## src/rtl/runner_pkg.sv

```systemverilog
// runner_pkg: definitions shared between the input decoder and the
// jump motion controller.
//   - MV_* : one-cycle movement command codes from the input decoder
//   - motion_state_t : vertical motion state encoding (also exported
//     on the controller's state_dbg port)
package runner_pkg;

   localparam logic [2:0] MV_NONE   = 3'b000;
   localparam logic [2:0] MV_BIG    = 3'b001;
   localparam logic [2:0] MV_SMALL  = 3'b010;
   localparam logic [2:0] MV_CROUCH = 3'b011;
   localparam logic [2:0] MV_DROP   = 3'b100;

   typedef enum logic [2:0] {
      ST_IDLE   = 3'd0,
      ST_CROUCH = 3'd1,
      ST_RISE   = 3'd2,
      ST_HANG   = 3'd3,
      ST_FALL   = 3'd4,
      ST_DROP   = 3'd5,
      ST_LAND   = 3'd6
   } motion_state_t;

   // True for the states in which the runner is off the ground.
   function automatic logic is_airborne(input motion_state_t s);
      return (s == ST_RISE) || (s == ST_HANG) || (s == ST_FALL) || (s == ST_DROP);
   endfunction

endpackage

```

## src/rtl/y_stepper.sv

```systemverilog
// y_stepper: saturating one-step move of the height offset.
//   y        : current height
//   step     : amount to move
//   dir      : 1 = move up towards limit (ceiling), 0 = move down towards limit (floor)
//   limit    : ceiling when rising, floor when falling
//   next_y   : y moved by step, clamped at limit
//   hit_limit: next_y equals limit (the clamp engaged or the step landed exactly on it)
// Arithmetic is done one bit wider than Y_W so neither direction can wrap.
module y_stepper #(
   parameter int Y_W = 7
) (
   input  logic [Y_W-1:0] y,
   input  logic [Y_W-1:0] step,
   input  logic           dir,
   input  logic [Y_W-1:0] limit,
   output logic [Y_W-1:0] next_y,
   output logic           hit_limit
);

   logic [Y_W:0] sum;
   logic [Y_W:0] diff;

   always_comb begin
      sum       = {1'b0, y} + {1'b0, step};
      diff      = {1'b0, y} - {1'b0, step};
      next_y    = y;
      hit_limit = 1'b0;
      if (dir) begin
         if (sum >= {1'b0, limit}) begin
            next_y    = limit;
            hit_limit = 1'b1;
         end else begin
            next_y = sum[Y_W-1:0];
         end
      end else begin
         // diff[Y_W] set means the subtraction borrowed (went below zero)
         if (diff[Y_W] || (diff[Y_W-1:0] <= limit)) begin
            next_y    = limit;
            hit_limit = 1'b1;
         end else begin
            next_y = diff[Y_W-1:0];
         end
      end
   end

endmodule

```

## src/rtl/jump_motion_controller.sv

```systemverilog
// jump_motion_controller: sequences the runner's vertical motion.
// Turns one-cycle movement codes into a frame-stepped height offset,
// a crouch flag, an airborne flag and a one-cycle landing pulse.
// Height only changes on cycles where frame_tick is high.
//
// Ports:
//   clk        : system clock
//   reset      : synchronous, active-low reset
//   movement   : command code (MV_* in runner_pkg)
//   frame_tick : one-cycle pulse per display frame
//   y_offset   : height above ground, 0 = on ground
//   crouching  : high in CROUCH
//   airborne   : high in RISE, HANG, FALL, DROP
//   land       : high for the single LAND cycle
//   state_dbg  : current state encoding
//
// Build option: define DOUBLE_JUMP_EN to accept one extra jump per
// airborne episode (from RISE, HANG or FALL). Without it airborne jump
// codes are ignored.
module jump_motion_controller
   import runner_pkg::*;
#(
   parameter int Y_W        = 7,
   parameter int BIG_H      = 48,
   parameter int SMALL_H    = 24,
   parameter int RISE_STEP  = 4,
   parameter int FALL_STEP  = 4,
   parameter int DROP_STEP  = 12,
   parameter int HANG_TICKS = 3
) (
   input  logic           clk,
   input  logic           reset,
   input  logic [2:0]     movement,
   input  logic           frame_tick,
   output logic [Y_W-1:0] y_offset,
   output logic           crouching,
   output logic           airborne,
   output logic           land,
   output logic [2:0]     state_dbg
);

   localparam int Y_MAX = (2 ** Y_W) - 1;

   // Constants clamped to the representable range so they fit Y_W bits.
   localparam logic [Y_W-1:0] BIG_T  = Y_W'((BIG_H     > Y_MAX) ? Y_MAX : BIG_H);
   localparam logic [Y_W-1:0] SMALL_T = Y_W'((SMALL_H  > Y_MAX) ? Y_MAX : SMALL_H);
   localparam logic [Y_W-1:0] RISE_S = Y_W'((RISE_STEP > Y_MAX) ? Y_MAX : RISE_STEP);
   localparam logic [Y_W-1:0] FALL_S = Y_W'((FALL_STEP > Y_MAX) ? Y_MAX : FALL_STEP);
   localparam logic [Y_W-1:0] DROP_S = Y_W'((DROP_STEP > Y_MAX) ? Y_MAX : DROP_STEP);

   localparam int HC_W = (HANG_TICKS > 1) ? $clog2(HANG_TICKS) : 1;
   localparam logic [HC_W-1:0] HANG_INIT = HC_W'(HANG_TICKS - 1);

   motion_state_t   state_reg,    state_next;
   logic [Y_W-1:0]  y_reg,        y_next;
   logic [Y_W-1:0]  target_reg,   target_next;
   logic [HC_W-1:0] hang_cnt_reg, hang_cnt_next;

   logic [Y_W-1:0]  step_sel;
   logic            dir_sel;
   logic [Y_W-1:0]  limit_sel;
   logic [Y_W-1:0]  stepped_y;
   logic            stepped_hit;

   // Height plus offset, saturating at the top of the Y_W range.
   function automatic logic [Y_W-1:0] sat_add(input logic [Y_W-1:0] a,
                                              input logic [Y_W-1:0] b);
      logic [Y_W:0] s;
      s = {1'b0, a} + {1'b0, b};
      return s[Y_W] ? {Y_W{1'b1}} : s[Y_W-1:0];
   endfunction

   // One stepper shared by all moving states: only one of them is active.
   always_comb begin
      step_sel  = RISE_S;
      dir_sel   = 1'b1;
      limit_sel = target_reg;
      if (state_reg == ST_FALL) begin
         step_sel  = FALL_S;
         dir_sel   = 1'b0;
         limit_sel = '0;
      end else if (state_reg == ST_DROP) begin
         step_sel  = DROP_S;
         dir_sel   = 1'b0;
         limit_sel = '0;
      end
   end

   y_stepper #(
      .Y_W (Y_W)
   ) u_y_stepper (
      .y         (y_reg),
      .step      (step_sel),
      .dir       (dir_sel),
      .limit     (limit_sel),
      .next_y    (stepped_y),
      .hit_limit (stepped_hit)
   );

`ifdef DOUBLE_JUMP_EN
   logic used_reg, used_next;
   logic extra_jump;

   // A second jump is only taken from the flight phases and only once;
   // a drop code is never a jump code, so drop keeps its priority.
   assign extra_jump = ((movement == MV_BIG) || (movement == MV_SMALL)) && !used_reg &&
                       ((state_reg == ST_RISE) || (state_reg == ST_HANG) ||
                        (state_reg == ST_FALL));
`endif

   always_comb begin
      state_next    = state_reg;
      y_next        = y_reg;
      target_next   = target_reg;
      hang_cnt_next = hang_cnt_reg;
`ifdef DOUBLE_JUMP_EN
      used_next     = used_reg;
`endif
      unique case (state_reg)
         ST_IDLE: begin
            // Command wins over a same-cycle frame_tick; no step from ground.
            if (movement == MV_BIG) begin
               state_next  = ST_RISE;
               target_next = sat_add(y_reg, BIG_T);
            end else if (movement == MV_SMALL) begin
               state_next  = ST_RISE;
               target_next = sat_add(y_reg, SMALL_T);
            end else if (movement == MV_CROUCH) begin
               state_next = ST_CROUCH;
            end
         end
         ST_CROUCH: begin
            if (movement != MV_CROUCH) begin
               state_next = ST_IDLE;
            end
         end
         ST_RISE: begin
            if (movement == MV_DROP) begin
               state_next = ST_DROP;
            end else if (frame_tick) begin
               y_next = stepped_y;
               if (stepped_hit) begin
                  state_next    = ST_HANG;
                  hang_cnt_next = HANG_INIT;
               end
            end
         end
         ST_HANG: begin
            if (movement == MV_DROP) begin
               state_next = ST_DROP;
            end else if (frame_tick) begin
               if (hang_cnt_reg == '0) begin
                  state_next = ST_FALL;
               end else begin
                  hang_cnt_next = hang_cnt_reg - 1'b1;
               end
            end
         end
         ST_FALL: begin
            if (movement == MV_DROP) begin
               state_next = ST_DROP;
            end else if (frame_tick) begin
               y_next = stepped_y;
               if (stepped_hit) begin
                  state_next = ST_LAND;
               end
            end
         end
         ST_DROP: begin
            // Further drop codes are meaningless here and are ignored.
            if (frame_tick) begin
               y_next = stepped_y;
               if (stepped_hit) begin
                  state_next = ST_LAND;
               end
            end
         end
         ST_LAND: begin
            state_next = ST_IDLE;
`ifdef DOUBLE_JUMP_EN
            used_next  = 1'b0;
`endif
         end
         default: begin
            state_next = ST_IDLE;
            y_next     = '0;
         end
      endcase
`ifdef DOUBLE_JUMP_EN
      // Accepted extra jump overrides any phase change of this cycle but
      // the same-cycle height step (already in y_next) still applies.
      if (extra_jump) begin
         state_next  = ST_RISE;
         target_next = sat_add(y_reg, (movement == MV_BIG) ? BIG_T : SMALL_T);
         used_next   = 1'b1;
      end
`endif
   end

   always_ff @(posedge clk) begin
      if (!reset) begin
         state_reg    <= ST_IDLE;
         y_reg        <= '0;
         target_reg   <= '0;
         hang_cnt_reg <= '0;
      end else begin
         state_reg    <= state_next;
         y_reg        <= y_next;
         target_reg   <= target_next;
         hang_cnt_reg <= hang_cnt_next;
      end
   end

`ifdef DOUBLE_JUMP_EN
   always_ff @(posedge clk) begin
      if (!reset) begin
         used_reg <= 1'b0;
      end else begin
         used_reg <= used_next;
      end
   end
`endif

   // Outputs come from registered state only.
   assign y_offset  = y_reg;
   assign crouching = (state_reg == ST_CROUCH);
   assign airborne  = is_airborne(state_reg);
   assign land      = (state_reg == ST_LAND);
   assign state_dbg = state_reg;

endmodule
```

## config.mk

```make
export PLATFORM = sky130hd
export DESIGN_NAME = jump_motion_controller
export DESIGN_NICKNAME = d
export VERILOG_FILES = /design/src/rtl/runner_pkg.sv /design/src/rtl/y_stepper.sv /design/src/rtl/jump_motion_controller.sv
export SDC_FILE = /design/constraint.sdc
export NUM_CORES = 1
export LEC_CHECK = 0
export BUFFER_PORTS_ARGS = -buffer_cell sky130_fd_sc_hd__buf_2
export CAP_MARGIN = 20
export CORE_ASPECT_RATIO = 1.4
export CORE_UTILIZATION = 61
export DETAILED_ROUTE_END_ITERATION = 16
export PLACE_DENSITY_LB_ADDON = 0.1
export SLEW_MARGIN = 25
export SYNTH_ARGS = -nofsm -noshare
export SYNTH_HDL_FRONTEND = slang
export SYNTH_HIERARCHICAL = 1
export SYNTH_SLANG_ARGS = --single-unit
```

## constraint.sdc

```tcl
create_clock -name clk -period 5 [get_ports clk]
set_input_delay 1 -clock clk [delete_from_list [all_inputs] [get_ports clk]]
set_output_delay 1 -clock clk [all_outputs]
set_load 0.03 [all_outputs]
```

==> reports/results.ini, run 1 <==
[run_status]
status = completed

[critical_path]
required_ns = 5.22
ff2ff_setup_slack_ns = 0.52
r2r_end = state_dbg[0]$_SDFFE_PN0P_
crit_arrival_ns = 4.69
end_kind = register
critPathMaxFanout = 14
slowest_stage = dfxtp_1
slowest_delay_ns = 0.58
crit_path_start_kind = register
path_cells = inv_1, nor2_1, inv_1, ha_1, a221oi_1, or4_1, nand3_1, ha_1, a211oi_1, and3_1, o211ai_2, o22ai_2, inv_2, mux2_2, a21o_1, a211oi_1, o311a_1
critical_path_class = reg -> reg
r2r_start = state_dbg[0]$_SDFFE_PN0P_
reg2reg_depth = 17

[min_path]
min_path_type = reg -> reg
hold_start = target_reg[3]$_SDFFE_PN0P_
hold_depth = 2
holdPathEnd = target_reg[3]$_SDFFE_PN0P_

[clocking]
h-tree-depth = 1
clock-root-buffer = clkbuf_8
numCtsBuffers = 3
cts_resized = 0
clk_path_buf_depth = 2
cts_setup_buffers = 0
clk_latency_ns = 0.27
cts_tree = done
holdBufCountCts = 0
path_clk_slew_ns = 0.08
clock-sinks = 19

[die]
die_w_um = 56.13
fp-row-count = 27
io_pins = 19
die_area_sq_mm = 0.004366
coreArea_sq_mm = 0.003919
start_util_pct = 63.86
fp.dieH_um = 77.79

[global_routing]
grt_max_degree = 21
grt-busiest-layer = met2
grt_use_total_pct = 28.43
met1_usage_pct = 32.49
met3_usage_pct = 1.000
antenna_found_initial = 0
grt_pass1_wl_um = 10100
grt.met2_usage_pct = 54.64
grt_pass1_vias = 2260
grt.overflow.total = 0

[pwr]
leakage_nw = 1.119
power.density_mw_per_mm2 = 184.5
ir_drop_mv = 0.1939

[logic_synthesis]
synth_area_per_cell_sq_um = 8.286
synth.distinct_cells = 67
ys_warn_count = 6
synthFlopType = dfxtp_1
syn_inst = 302
synthesis.area_sq_mm = 0.002502
synth_edf_count = 0
synth_seq_area_share_pct = 15.20
async_flop_share_pct = 0
synth_seq_cells = 19

[layout]
seqCellArea_sq_um = 380.4
antenna_cells = 0
final_nets = 364
multi_input_area_sq_mm = 0.001963
area_delta_synth_final_pct = 6.600
finish.utilization_pct = 68.07
fillCellCount = 346
drive_above_1_share_pct = 13.66

[placed_design]
port_buffers = 18
dp_hpwl_um = 4723
gp_congestion = 0.9085

[flow_run]
max_cap_violations = 0

[drt]
drc_errors = 0
vias_per_cell = 6.247
wl_per_cell_um = 16.13
wirelength_um = 5887
via_count = 2280
drt-initial-drc-count = 119
drt_pre_antenna_iters = 4
ant_nets = 0

[timing]
slew_viol_final = 0
finalCritPeriodShare_pct = 89.57
rsz0062_at_grt = no
max_slew_margin_pct = 58.90
hold_viol = 0
setup_viol = 0
fin_tns_setup_ns = 0
fin_skew_ns = 0.008699
period_needed_ns = 4.479
max_freq_mhz = 223.3
worst_pin_slew_ns = 0.6152

-- cells in the mapped netlist, types with 2 or more instances --
cell type  count  area (sq um)
and3_1         4         25.02
o211ai_1       9         67.56
nand2_1       11         41.29
fa_1           2         40.04
nand4b_1       2         17.52
or4b_1         2         20.02
nor3_1         3         15.01
nor4_1         2         12.51
nand3b_1       4         30.03
o221a_2        4         45.04
nor3b_2        2         25.02
nand4_1        4         25.02
buf_2          4         20.02
nor2_1        13         48.80
a31oi_1        3         18.77
nand2b_1       7         43.79
a21oi_1       10         50.05
nor3b_1        2         15.01
xor2_1         5         43.79
a211o_1        3         26.28
xnor2_1        4         35.03
nor2b_1        7         43.79
dfxtp_1       19         380.4
nand3_1       12         60.06
a211oi_1       7         52.55
mux2i_1        3         30.03
o21ai_1        2         10.01
buf_6          2         22.52
buf_4          3         22.52
or3b_1         2         17.52
o221ai_1       5         43.79
clkbuf_1       7         26.28
a221o_1        4         40.04
mux2_2         2         22.52
o21ai_0       11         55.05
inv_1         28         105.1
a21boi_0       6         45.04
conb_1         2         7.510
a21boi_1       6         45.04
ha_1          33         412.9
o311a_1        2         20.02
and2_1        10         62.56
o21bai_1       3         22.52
a21o_1         3         22.52
-- per-stage QoR --
stage	power, W	instance area (sq um)	worst slack [ns]	hold WS (ns)	cells
after floorplan	0.0003371	2544	0.6096	0.4261	313
after global placement	0.0003755	2619	0.5996	0.4388	361
after detailed placement	0.0003788	2619	0.5527	0.4501	361
after CTS	0.0004911	2668	0.5324	0.4601	365
after global routing	0.0005227	2668	0.1452	0.4792	365
final	0.0004922	2668	0.5214	0.4583	365
-- cell families after synthesis --
group	Yosys count	synth area share [%]
buffers and inverters	45	8.000
adders and majority gates	35	18.10
DFF	19	15.20
xor gates and xnor gates	10	3.800
AOI/OAI and AO/OA	92	29.40
muxes	5	2.100
and+or+nand+nor	94	23.10
other	2	0.3001
-- metal layers --
| layer | routed length, um | share of wire [%] |
|---|---|---|
| met1 | 2354 | 40 |
| met2 | 3265 | 55 |
| met3 | 131 | 2.2 |
| met4 | 136 | 2.3 |
| met5 | 0 | 0 |
-- worst max-delay path, delay by kind of cell, from the launching register on --
| family | cells | cell delay (ns) |
|---|---|---|
| simple gates | 4 | 1.02 |
| mux | 1 | 0.26 |
| fa+ha+maj | 2 | 0.70 |
| compound gates | 7 | 1.47 |
| buf+inv | 3 | 0.38 |
| flops | 1 | 0.58 |
-- power by group --
part / internal (W) / switching [W]
sequential: 0.000160 / 0.00000858
clock: 0.0000564 / 0.0000570
combinational: 0.0000859 / 0.000124
total: 0.000302 / 0.000190
-- placed cells by master (no fill, tap or decap), drive strengths merged, types with 4 or more instances in the layout --
master  count
a21oi      10
o21ai      13
dfxtp      19
nor3b       4
and2       10
nand3      12
a211oi      7
nand2      11
and3        4
buf        21
xor2        5
o211ai     10
nand4       4
nor2       13
xnor2       5
nor2b       7
a221o       4
a21boi     12
o221a       5
o221ai      5
ha         33
nand2b      7
nand3b      4
inv        29
nor3        4
conb       13
-- final cells by class --
type	instances	area share (%)
multi-input combinational	249	73.59
sequential	19	14.26
timing repair buffer	21	4.221
inverter	29	4.081
tap	43	2.017
clock buffer	3	1.548
clock inverter	1	0.2814
-- worst max path at each step --
stage	startpoint	to	slack [ns]	depth (start not counted)
floorplan	state_dbg[2]$_SDFFE_PN0P_	state_dbg[0]$_SDFFE_PN0P_	0.61	20
global placement	state_dbg[0]$_SDFFE_PN0P_	state_dbg[0]$_SDFFE_PN0P_	0.60	17
detailed placement	state_dbg[0]$_SDFFE_PN0P_	state_dbg[1]$_SDFFE_PN0P_	0.55	17
CTS	state_dbg[0]$_SDFFE_PN0P_	state_dbg[0]$_SDFFE_PN0P_	0.53	17
global route	state_dbg[0]$_SDFFE_PN0P_	state_dbg[1]$_SDFFE_PN0P_	0.15	17
finish	state_dbg[0]$_SDFFE_PN0P_	state_dbg[0]$_SDFFE_PN0P_	0.52	17
No activity file was read; power rests on OpenSTA's default activity.
==> run 2, diff against run 1 <==
- CORE_UTILIZATION: 61 -> 56
- clock period: 5 -> 3.8 ns (I/O delays scaled with it)
==> run 2 against run 1 <==
Register-to-register slack worse by 0.36 ns. Largest cell class unchanged. Sequential share of layout area is 0.66 points lower. Worst setup slack worse by 0.36 ns. Largest power group unchanged.
==> reports/results.ini, run 2 (same netlist as run 1, synthesis figures left out) <==
[critical_path]
path_cells = nand2b_4, nor2_4, inv_1, ha_4, a221oi_1, or4_1, nand3_2, ha_4, a211oi_2, and3_1, o211ai_2, o22ai_2, inv_2, mux2_2, a21o_1, a211oi_2, o311a_1
reg2reg_depth = 17
crit_path_start_kind = register
critical_path_class = reg -> reg
end_kind = register
slowest_delay_ns = 0.43
slowest_stage = or4_1
cp_top_family = compound AO/OA/AOI/OAI gates
required_ns = 4.00
timing.critical_path.buf_inv = 2
r2r_start = state_dbg[1]$_SDFFE_PN0P_
r2r_end = state_dbg[0]$_SDFFE_PN0P_
crit_arrival_ns = 3.84
critPathMaxFanout = 7
ff2ff_setup_slack_ns = 0.17

[drt]
drt-initial-drc-count = 102
vias_per_cell = 5.949
drc_errors = 0
ant_nets = 0
drt_pre_antenna_iters = 4
wl_per_cell_um = 15.52
wirelength_um = 6101
via_count = 2338

[layout]
final_nets = 375
drive_above_1_share_pct = 20.72
final_common_cell = ha_1
mostFrequentLayoutCells = 31 x ha_1, 28 x inv_1, 18 x buf_2
antenna_cells = 0
area_delta_synth_final_pct = 14.35
final_cells = 393
fillCellCount = 367

[min_path]
hold_depth = 2
hold_start = target_reg[3]$_SDFFE_PN0P_
min_path_type = reg -> reg
holdPathEnd = target_reg[3]$_SDFFE_PN0P_

[timing]
slew_viol_final = 0
finalCritPeriodShare_pct = 95.65
fin_worst_hold_slack_ns = 0.4499
worst_pin_slew_ns = 0.6820
max_freq_mhz = 275.1
fin_skew_ns = 0.004117
fin_tns_setup_ns = 0
setup_viol = 0
max_slew_margin_pct = 54.11
hold_viol = 0
period_needed_ns = 3.635
rsz0062_at_grt = no

[clocking]
clock-root-buffer = clkbuf_8
clk_path_buf_depth = 2
h-tree-depth = 1
clk_latency_ns = 0.26
cts_tree = done
path_clk_slew_ns = 0.08
holdBufCountCts = 0
numCtsBuffers = 3
clock-sinks = 19

[run_status]
status = completed

[placed_design]
port_buffers = 18
place_inst = 388
dp_hpwl_um = 4932
gp_congestion = 0.9564

[global_routing]
grt.met2_usage_pct = 51.72
met3_usage_pct = 1.115
grt-busiest-layer = met2
grt_use_total_pct = 27.16
antenna_found_initial = 0
grt_max_degree = 21
grt_pass1_wl_um = 9956
grt_pass1_vias = 2199
met1_usage_pct = 31.37
grt.overflow.total = 0

[flow_run]
max_cap_violations = 0

[die]
io_pins = 19
coreArea_sq_mm = 0.004239
fp-row-count = 28
fp.dieH_um = 81.10
die_area_sq_mm = 0.004744
die_w_um = 58.50
start_util_pct = 59.03

[pwr]
leakage_nw = 1.192
power.density_mw_per_mm2 = 232.0
ir_drop_mv = 0.2158

[run 2: cell count changes in the layout (fill, tap and decap cells not counted), sizes merged]
cell      change
buf          +11
clkinv        +1
clkinvlp      -1
[run 2: final cells by class]
type / instances / area (sq um) / share of cell area [%]
clock inverters: 1 / 5.005 / 0.1749
inverters: 29 / 108.9 / 3.804
flip-flops and latches: 19 / 389.1 / 13.60
clock buffers: 3 / 41.29 / 1.443
multi-input cells: 249 / 2047 / 71.53
well taps: 60 / 75.07 / 2.624
repair buffers: 32 / 195.2 / 6.821
[run 2: tightest hold or removal path, delay by kind of cell, from the launching register on]
| kind | cells | cell delay [ns] |
|---|---|---|
| AOI/OAI and AO/OA | 1 | 0.05 |
| and+or+nand+nor | 1 | 0.05 |
| DFF | 1 | 0.31 |
[run 2: per-layer routing]
| layer | share of wire [%] | vias up |
|---|---|---|
| li1 | - | 1172 |
| met1 | 41 | 1114 |
| met2 | 55 | 42 |
| met3 | 2.1 | 10 |
| met4 | 1.9 | 0 |
| met5 | 0 | - |
[run 2: timing repair]
action	in CTS	in global routing
setup buffers	0	1
setup endpoints to repair	0	5
gates resized for setup	0	7
hold endpoints to repair	0	0
[run 2: worst max-delay path by stage]
stage / slack, ns / startpoint / depth (start not counted) / end
finish: 0.17 / state_dbg[1]$_SDFFE_PN0P_ / 17 / state_dbg[0]$_SDFFE_PN0P_
global route: 0.008 / state_dbg[1]$_SDFFE_PN0P_ / 18 / state_dbg[0]$_SDFFE_PN0P_
CTS: 0.01 / state_dbg[1]$_SDFFE_PN0P_ / 17 / state_dbg[0]$_SDFFE_PN0P_
detailed placement: 0.05 / state_dbg[1]$_SDFFE_PN0P_ / 17 / state_dbg[0]$_SDFFE_PN0P_
global placement: 0.08 / state_dbg[1]$_SDFFE_PN0P_ / 17 / state_dbg[1]$_SDFFE_PN0P_
floorplan: 0.007 / state_dbg[1]$_SDFFE_PN0P_ / 22 / state_dbg[0]$_SDFFE_PN0P_
[run 2: metrics by stage]
step | worst slack, ns | total power (W) | util, % | cell area (sq um)
after floorplan | 0.006694 | 0.0004560 | - | 2640
after global placement | 0.08423 | 0.0005144 | 65.35 | 2770
after detailed placement | 0.05184 | 0.0005178 | 65.35 | 2770
after CTS | 0.01229 | 0.0006628 | 66.44 | 2816
after global routing | 0.007597 | 0.0007090 | 67.50 | 2861
final | 0.1653 | 0.0006637 | 67.50 | 2861
[run 2: power breakdown]
group,internal (W),total [W],switching (W)
Clock,0.0000729,0.000143,0.0000697
Sequential,0.000211,0.000217,0.00000587
Combinational,0.000128,0.000304,0.000176
Total,0.000412,0.000664,0.000252
==> run 3, diff against run 2 <==
- CORE_UTILIZATION: 56 -> 57
- CTS_BUF_LIST: not set -> sky130_fd_sc_hd__clkbuf_2 sky130_fd_sc_hd__clkbuf_4 sky130_fd_sc_hd__clkbuf_8
- clock period: 3.8 -> 3 ns (I/O delays scaled with it)
==> run 3 against run 2 <==
The run now ends with setup timing left. Core utilization increased by 10 points. Final cell count increased by 6.4%. Non-clock buffer count increased by 40.
==> reports/results.ini, run 3 (same netlist as run 1, synthesis figures left out) <==
[clocking]
cts_tree = done
clock-sinks = 19
numCtsBuffers = 3
clock-root-buffer = clkbuf_8
path_clk_slew_ns = 0.08
holdBufCountCts = 0
h-tree-depth = 1
clk_path_buf_depth = 2
clk_latency_ns = 0.27

[critical_path]
critical_path_class = reg -> reg
end_kind = register
critPathMaxFanout = 7
required_ns = 3.17
crit_arrival_ns = 3.67
crit_path_start_kind = register

[layout]
final_common_cell = buf_4
mostFrequentLayoutCells = 51 x buf_4, 30 x ha_1, 27 x inv_1
antenna_cells = 0
final_nets = 415
drive_above_1_share_pct = 33.24
final_cells = 418
area_delta_synth_final_pct = 30.45

[placed_design]
port_buffers = 18
pre_cts_ws_ns = -0.5915
place_inst = 405
gp_congestion = 0.9927
dp_hpwl_um = 5290

[global_routing]
grt_max_degree = 21
grt_pass1_vias = 2570
grt_use_total_pct = 32.06
antenna_found_initial = 0
grt.overflow.total = 0
grt_pass1_wl_um = 11670

[timing]
setup_viol = 11
finalCritPeriodShare_pct = 116.9
rsz0062_at_grt = yes
fin_worst_hold_slack_ns = 0.4604
max_freq_mhz = 285.2
worst_slack_ns = -0.5063
period_needed_ns = 3.506
fin_skew_ns = 0.005181
worst_pin_slew_ns = 0.8268
slew_viol_final = 0
max_slew_margin_pct = 44.55
hold_viol = 0
fin_tns_setup_ns = -4.551

[pwr]
intPower_w = 0.0005851
pwr-share-clk_pct = 19.7
power.density_mw_per_mm2 = 292.5
leakage_nw = 1.419
comb_power_share_pct = 51.6
ir_drop_mv = 0.3329
p_sw_w = 0.0003697
seqPwrFrac_pct = 28.8
swShare_pct = 38.72

[die]
io_pins = 19
coreArea_sq_mm = 0.004204
die_w_um = 58
fp-row-count = 28
fp.dieH_um = 80.40
die_area_sq_mm = 0.004663
start_util_pct = 59.52

[drt]
wirelength_um = 7419
vias_per_cell = 6.227
drt_pre_antenna_iters = 4
drt-initial-drc-count = 183
ant_nets = 0
drc_errors = 0
via_count = 2603
wl_per_cell_um = 17.75

[run_status]
violations = setup timing
status = complete, but fails checks

[flow_run]
max_cap_violations = 0

[min_path]
min_path_type = reg -> reg

-- run 3: cell types whose count changed in the layout (fill, tap and decap cells not counted), moves of 2 or more --
cell,change
a21boi_0,-5
a21boi_1,+5
buf_4,+37
buf_6,+3
nand2_1,-2
o221ai_1,-5
o221ai_2,+5
-- run 3: metrics by stage --
step,utilization (%),instance area [sq um],power (W)
2_1_floorplan,-,2650,0.0005817
3_3_place_gp,71.40,3002,0.0006849
3_5_place_dp,71.40,3002,0.0006927
4_1_cts,76.34,3209,0.0009163
5_1_grt,77.65,3264,0.001003
6_report,77.65,3264,0.0009548
-- run 3: area by class of cell --
cell class	count	area [sq um]
clock inverter	1	5.005
multi-input combinational	249	2157
timing repair buffer	72	506.7
fill	312	939.7
tap	45	56.30
sequential	19	389.1
clock buffer	3	41.29
inverter	29	108.9
-- run 3: per-layer routing --
metal / GRT usage, % / part of all wire, % / vias to the layer above
met3: 2.415 / 2.7 / 25
met5: 0 / 0 / -
met2: 61.49 / 54 / 74
met4: 15.71 / 4.6 / 0
met1: 34.15 / 39 / 1252
li1: - / - / 1252
-- run 3: power by group through the flow --
stage	Combinational (W)	Sequential (W)	Clock (W)
2_1_floorplan	0.000292	0.000290	0
3_3_place_gp	0.000405	0.000279	0
3_5_place_dp	0.000412	0.000280	0
4_1_cts	0.000454	0.000275	0.000187
5_1_grt	0.000530	0.000276	0.000197
6_report	0.000492	0.000275	0.000188
-- run 3: repair_timing --
action | in CTS | in global routing
pin swaps | 10 | 14
gates resized for setup | 25 | 7
endpoints found under the setup margin | 11 | 11
buffers inserted | 8 | 3
-- run 3: worst paths after layout --
path         cells past startpoint                       start                           end  slack [ns]
max                             18   state_dbg[1]$_SDFFE_PN0P_  hang_cnt_reg[0]$_SDFFE_PN0P_       -0.51
min                              2  target_reg[5]$_SDFFE_PN0P_    target_reg[5]$_SDFFE_PN0P_        0.46
max reg2reg                     18   state_dbg[1]$_SDFFE_PN0P_  hang_cnt_reg[0]$_SDFFE_PN0P_       -0.51
min reg2reg                      2  target_reg[5]$_SDFFE_PN0P_    target_reg[5]$_SDFFE_PN0P_        0.46
-- run 3: critical path: stages (launching register included) --
cell      delay, ns
dfxtp_4        0.34
nand2b_4       0.14
nor2_4         0.10
inv_2          0.05
ha_4           0.31
buf_4          0.12
inv_1          0.04
o21bai_1       0.16
xor2_1         0.24
ha_1           0.31
a211oi_2       0.27
nor2_2         0.11
o311ai_4       0.30
o22ai_2        0.12
inv_2          0.10
nand2b_1       0.08
a211oi_2       0.35
mux2i_1        0.22
nor2b_1        0.06
